<file path="src/rtl/sap_pkg.sv">
// sap_pkg: control-word bit indices, opcodes and control-word type for the SAP microsequencer
package sap_pkg;
  localparam int FI = 15, J = 14, CO = 13, CE = 12, OI = 11, BI = 10, SU = 9, EO = 8;
  localparam int AI = 7, AO = 6, II = 5, IO = 4, RI = 3, RO = 2, MI = 1, HLT = 0;
  localparam logic [3:0] OP_NOP = 4'h0, OP_LDA = 4'h1, OP_ADD = 4'h2, OP_SUB = 4'h3;
  localparam logic [3:0] OP_STA = 4'h4, OP_LDI = 4'h5, OP_JMP = 4'h6, OP_JC = 4'h7;
  localparam logic [3:0] OP_JZ = 4'h8, OP_OUT = 4'hE, OP_HLT = 4'hF;
  typedef logic [15:0] cw_t;
  function automatic cw_t bit_mask(input int i);
    return cw_t'(1) << i;
  endfunction
endpackage

</file>
<file path="src/rtl/seq_flags_reg.sv">
// seq_flags_reg: {C,Z} flags register loaded when the control word asserts FI
module seq_flags_reg (
  input  logic       clk,
  input  logic       rst,
  input  logic       load,
  input  logic [1:0] d,
  output logic [1:0] q
);
  always_ff @(posedge clk or posedge rst)
    if (rst) q <= 2'b00;
    else if (load) q <= d;
endmodule

</file>
<file path="src/rtl/ucode_sequencer.sv">
// ucode_sequencer: variable-length SAP microcode sequencer; SEQ_COND_JMP_EN enables flags and JC/JZ
module ucode_sequencer
  import sap_pkg::*;
#(
  parameter int MAX_STEPS = 6,
  parameter int CW_W = 16
) (
  input  logic                         clk,
  input  logic                         rst,
  input  logic [3:0]                   opcode,
  input  logic                         flag_c_i,
  input  logic                         flag_z_i,
  output logic [CW_W-1:0]              ctrl,
  output logic [$clog2(MAX_STEPS)-1:0] step,
  output logic                         halted,
  output logic [1:0]                   flags_o
);
  localparam int SW = $clog2(MAX_STEPS);
  localparam cw_t F0 = bit_mask(CO) | bit_mask(MI);
  localparam cw_t F1 = bit_mask(RO) | bit_mask(II) | bit_mask(CE);
  localparam cw_t MAR = bit_mask(IO) | bit_mask(MI);
  localparam cw_t JMP = bit_mask(IO) | bit_mask(J);
  cw_t cw, nxt, e0, e1, e2;
  logic last;
`ifdef SEQ_COND_JMP_EN
  seq_flags_reg u_flags (
    .clk(clk),
    .rst(rst),
    .load(cw[FI]),
    .d({flag_c_i, flag_z_i}),
    .q(flags_o)
  );
`else
  logic unused_flags;
  assign unused_flags = flag_c_i ^ flag_z_i;
  assign flags_o = 2'b00;
`endif
  // An all-zero execute word marks the end of the instruction
  always_comb begin
    e0 = '0;
    e1 = '0;
    e2 = '0;
    case (opcode)
      OP_LDA: begin e0 = MAR; e1 = bit_mask(RO) | bit_mask(AI); end
      OP_ADD: begin e0 = MAR; e1 = bit_mask(RO) | bit_mask(BI); e2 = bit_mask(EO) | bit_mask(AI) | bit_mask(FI); end
      OP_SUB: begin e0 = MAR; e1 = bit_mask(RO) | bit_mask(BI); e2 = bit_mask(EO) | bit_mask(SU) | bit_mask(AI) | bit_mask(FI); end
      OP_STA: begin e0 = MAR; e1 = bit_mask(AO) | bit_mask(RI); end
      OP_LDI: e0 = bit_mask(IO) | bit_mask(AI);
      OP_JMP: e0 = JMP;
      OP_JC:  e0 = flags_o[1] ? JMP : '0;
      OP_JZ:  e0 = flags_o[0] ? JMP : '0;
      OP_OUT: e0 = bit_mask(AO) | bit_mask(OI);
      OP_HLT: e0 = bit_mask(HLT);
      default: ;
    endcase
    cw = halted ? bit_mask(HLT) : step == SW'(0) ? F0 : step == SW'(1) ? F1 :
         step == SW'(2) ? e0 : step == SW'(3) ? e1 : step == SW'(4) ? e2 : '0;
    nxt = step == SW'(0) ? F1 : step == SW'(1) ? e0 : step == SW'(2) ? e1 : step == SW'(3) ? e2 : '0;
    last = nxt == '0 || step == SW'(MAX_STEPS - 1);
  end
  assign ctrl = CW_W'(cw);
  always_ff @(posedge clk or posedge rst)
    if (rst) begin
      step <= '0;
      halted <= 1'b0;
    end else if (!halted) begin
      halted <= cw[HLT];
      step <= cw[HLT] ? step : last ? '0 : step + SW'(1);
    end
endmodule

</file>
<file path="config.mk">
export PLATFORM = sky130hd
export DESIGN_NAME = ucode_sequencer
export DESIGN_NICKNAME = d
export VERILOG_FILES = /design/src/rtl/sap_pkg.sv /design/src/rtl/seq_flags_reg.sv /design/src/rtl/ucode_sequencer.sv
export SDC_FILE = /design/constraint.sdc
export NUM_CORES = 1
export LEC_CHECK = 0
export ABC_CLOCK_PERIOD_IN_PS = 2300
export BUFFER_PORTS_ARGS = -buffer_cell sky130_fd_sc_hd__buf_2
export CAP_MARGIN = 5
export CORE_UTILIZATION = 45
export CTS_CLUSTER_DIAMETER = 60
export DETAILED_ROUTE_END_ITERATION = 10
export GPL_TIMING_DRIVEN = 0
export HOLD_SLACK_MARGIN = 0.06
export PLACE_DENSITY = 0.78
export SYNTH_ARGS = -nofsm -noshare
export SYNTH_HDL_FRONTEND = slang
export SYNTH_SLANG_ARGS = --single-unit
</file>
<file path="constraint.sdc">
create_clock -name clk -period 2.3 [get_ports clk]
set_input_delay 0.46 -clock clk [delete_from_list [all_inputs] [get_ports clk]]
set_output_delay 0.46 -clock clk [all_outputs]
set_load 0.01 [all_outputs]
</file>
# ---- Word-level counts from Yosys, hierarchy flattened
# Cells that the tools add are included.
# W data, S select, Z words.
dict set report totals {
  elab_cells 39
  output_inout_bits 22
  reg_bits 4
  input_bits 8
}
dict set report op_classes {
  n_eq_ne 13
  bitwise 2
  muxes 15
  add_sub_neg 1
  reduce_logical 6
}
# operator count
set ops {}
lappend ops {{$mux W16} 10}
lappend ops {{$pmux W15 S5} 1}
lappend ops {{$pmux W11 S3} 1}
lappend ops {{$pmux W16 S2} 1}
lappend ops {{$logic_not A16 Y1} 1}
lappend ops {{$eq A4 B3 Y1 const B} 3}
lappend ops {{$eq A4 B2 Y1 const B} 2}
lappend ops {{$eq A4 B4 Y1 const B} 2}
lappend ops {{$eq A3 B2 Y1 const B} 2}
lappend ops {{$eq A3 B3 Y1 const B} 2}
lappend ops {{$eq A4 B1 Y1 const B} 1}
lappend ops {{$reduce_or A4 Y1} 1}
lappend ops {{$add A3 B1 Y3 const B} 1}
lappend ops {{$eq A3 B1 Y1 const B} 1}
lappend ops {{$logic_not A3 Y1} 1}
lappend ops {{$mux W3} 1}
lappend ops {{$not A1 Y1} 2}
lappend ops {{$reduce_and A2 Y1} 1}
lappend ops {{$reduce_or A2 Y1} 1}
lappend ops {{$logic_or A1 B1 Y1} 1}
lappend ops {{$mux W1} 1}

# ---- Depth between registers and ports, before layout
dict set report depth {
  word_depth 10
  ltp_mapped 7
}

# ---- Worst setup path before layout
# OpenSTA, ideal clock, no wires.
dict set report synth_timing {
  path_type {flip-flop to output port}
  start {reg step[2]}
  end {out ctrl[7]}
  t_arrival_ps 1805
  slack_ps 35
  n_path_buf 1
  stages_incl_launch_ff 8
  path_cell_list {dfrtp_1 > buf_6 > inv_1 > ha_1 > nor2b_4 > mux2i_1 > or4b_1 > a211oi_2}
}
dict set report synth_via {
  elab_chain_cells 7
  word_cells_on_any_way 11
}
# item line_no
set synth_rtl {}
lappend synth_rtl {{start: declaration} ucode_sequencer.sv:14} ;# output logic [$clog2(MAX_STEPS)-1:0] step,
lappend synth_rtl {{start signal: assignment} ucode_sequencer.sv:68} ;# step <= cw[HLT] ? step : last ? '0 : step + SW'(1);
lappend synth_rtl {{$eq A3 B3 Y1} ucode_sequencer.sv:57} ;# step == SW'(2) ? e0 : step == SW'(3) ? e1 : step == SW'(4) ? e2 : '0;
lappend synth_rtl {{$mux W16 (3 in series)} ucode_sequencer.sv:57}
lappend synth_rtl {{$mux W16} ucode_sequencer.sv:56} ;# cw = halted ? bit_mask(HLT) : step == SW'(0) ? F0 : step == SW'(1) ? F1 :
lappend synth_rtl {{$mux W16 * (2 in series)} ucode_sequencer.sv:56}
lappend synth_rtl {{end: declaration} ucode_sequencer.sv:13} ;# output logic [CW_W-1:0] ctrl,
# Mark *: on every way between the ends. The rest lies on a longest branch, timed or not.

# ---- Worst setup path in the final report
dict set report layout_timing {
  start {reg step[0]}
  end {out ctrl[7]}
}
# Same word-level chain as after synthesis.

==> impl_metrics.env <==
export IMPL_pre_cts_slack_ps=-70.5
export IMPL_outcome="complete, but fails checks"
export IMPL_initial_core_util_pct=48.7
export IMPL_crit_path_max_incr_delay_ps=490
export IMPL_ys_warn_count=0
export IMPL_crit_path_end_kind="output port"
export IMPL_syn_area_per_cell_um2=8.02
export IMPL_dpl_hpwl_mm=1.10
export IMPL_p_per_area_mw_per_mm2=213
export IMPL_power_mw=0.192
export IMPL_synth_cell_types=36
export IMPL_layout_nets=128
export IMPL_crit_slowest_cell="or4b_1"
export IMPL_seq_area_frac_synth_pct=15.6
export IMPL_gp_congestion=0.782
export IMPL_gr_total_overflow=0
export IMPL_cap_violations=0
export IMPL_finalMaxSlewViolations=0
export IMPL_die_x_um=39.8
export IMPL_post_place_cells=120
export IMPL_grt_pass1_vias=602
export IMPL_fin_cells=128
export IMPL_min_path_type="in -> async"
export IMPL_num_vias=704
export IMPL_area_growth_syn_to_layout_pct=40.5
export IMPL_via_per_inst=5.50
export IMPL_final_cell_mix="buf_2 (25), buf_4 (9), nand2_1 (7)"
export IMPL_fp_row_count=13
export IMPL_clk_pin_slew_ps=40
export IMPL_cts_buffers=3
export IMPL_max_freq_ghz=0.403
export IMPL_synth_top_area_share_pct=15.6
export IMPL_ir_drop_mv=0.240
export IMPL_power_static_leakage_nw=0.408
export IMPL_violations="negative setup slack"
export IMPL_tns_ps=-281
export IMPL_drtPass1Iterations=4
export IMPL_cp_arrival_ps=2020
export IMPL_synth_seq_cells=4
export IMPL_antenna_found_initial=0
export IMPL_num_fill_cells=115
export IMPL_skew_ps=5.27
export IMPL_hold_violations=0
export IMPL_worst_hold_slack_ps=89.7
export IMPL_dpl_instance_area_um2=785
export IMPL_cts_root_buf="clkbuf_4"
export IMPL_coreArea_mm2=0.00132
export IMPL_grt_usage_pct=24.4
export IMPL_drc=0
export IMPL_crit_chain="ha_2 > ha_4 > nor2b_4 > mux2i_1 > or4b_1 > a211oi_2 > buf_2"
export IMPL_die_h_um=39.8
export IMPL_setup_viol=3
export IMPL_wl_per_cell_um=12.6
export IMPL_h_tree_depth=1
export IMPL_cts_sinks=4
export IMPL_worstSkewPairLatency_ps=240
export IMPL_crit_buf_inv=1
export IMPL_drt_iter0_drc=11
export IMPL_diodes=0
export IMPL_fin_crit_sh_pct=108
export IMPL_routed_wl_mm=1.61
export IMPL_ios=30
export IMPL_critPathMaxFanout=4
export IMPL_ant_nets=0
export IMPL_rsz0062_at_grt="true"
export IMPL_syn_area_um2=642
export IMPL_post_route_util_pct=68.5
export IMPL_drive_gt1_share_pct=52.2
export IMPL_cp_top_family="simple AND/OR/NAND/NOR gates"
export IMPL_grt_max_degree=11
export IMPL_critical_path_required_ps=1840
export IMPL_startpoint_type="register"
export IMPL_final_common_cell="buf_2"
export IMPL_synthCells=80
export IMPL_cts_tree="built"
export IMPL_stdcell_area_um2=902
export IMPL_synthTopCellsByArea="dfrtp_1 (16%), ha_1 (9.7%), buf_6 (5.3%)"
export IMPL_grt_pass1_wl_mm=2.57
export IMPL_fin_ws_ps=-180
export IMPL_cts_buffer_depth=2
export IMPL_dieArea_mm2=0.00158
export IMPL_cts_hold_buf=0
export IMPL_port_buffers=24
export IMPL_yosysTopAreaCell="dfrtp_1"
export IMPL_path_class="reg -> out"
export IMPL_finalCriticalPeriod_ps=2480
-- report_power, final --
part           internal (mW)  switching (mW)  total [mW]
Sequential            0.0708               0      0.0708
Clock                 0.0583          0.0280      0.0863
Combinational         0.0145          0.0206      0.0351
Total                  0.144          0.0486       0.192
-- synthesized netlist by cell type --
cell type and number:
buf_2 2, or3_1 1, nand2b_2 1, o21ai_1 1
buf_6 3, nand2b_1 5, conb_1 1, nand4b_1 1
a31oi_1 2, nand4_1 2, nand2_1 7, nor2b_4 1
o32ai_2 1, dfrtp_1 4, ha_1 5, buf_4 4
nor4b_1 1, nor2b_1 3, nor4_1 3, o2111ai_1 1
o311a_2 1, nand3_1 1, mux2i_1 1, o21ai_0 1
o21ba_2 1, nor2_1 6, or4b_1 1, and2_1 3
inv_1 6, nor3_1 4, o41ai_1 1, o211ai_1 1
o41ai_4 1, o31ai_1 1, or2_1 1, a211oi_2 1
-- cells by family (layout without fill, tap and decap cells) --
group,count (synthesis),in the layout,share of synthesized area (%)
and+or+nand+nor,41,41,36.8
buffers and inverters,15,47,15.0
AOI/OAI and AO/OA,13,13,20.7
adders and majority gates,5,5,9.75
DFF,4,4,15.6
other,1,2,0.584
muxes,1,1,1.56
-- final timing paths --
path                            from       to  slack, ps  cells after the start
min                              rst  step[2]         90                      2
min in group clk           opcode[1]   halted        620                      3
min reg2reg                  step[0]  step[0]        640                      3
max reg2reg                  step[0]  step[0]        440                      7
max in group asynchronous        rst  step[1]       2060                      2
max                          step[0]  ctrl[7]       -180                      7
-- final cells by class --
cell class / instances / area (um^2) / share of cell area [%]
Tap cell: 15 / 18.8 / 2.08
Inverter: 6 / 22.5 / 2.50
Buffer: 9 / 73.8 / 8.18
Sequential cell: 4 / 100 / 11.1
Timing Repair Buffer: 29 / 164 / 18.2
Multi-Input combinational cell: 62 / 500 / 55.5
Clock buffer: 3 / 22.5 / 2.50
-- flip-flops by register name (all words and copies together), names as in the netlist --
name,count
step,3
halted,1
-- metal layers --
layer / vias up / global-route usage [%] / routed length [um]
met5: - / 0 / 0
met4: 0 / 5.17 / 0
met3: 0 / 6.82 / 104
met2: 30 / 40.2 / 791
met1: 325 / 31.1 / 713
li1: 349 / - / -
-- repair_timing --
item	CTS	global route
buffers inserted	5	1
endpoints found under the setup margin	6	10
pin swaps	5	4
gates resized for setup	12	3
Power figures use the tool's default switching activity.
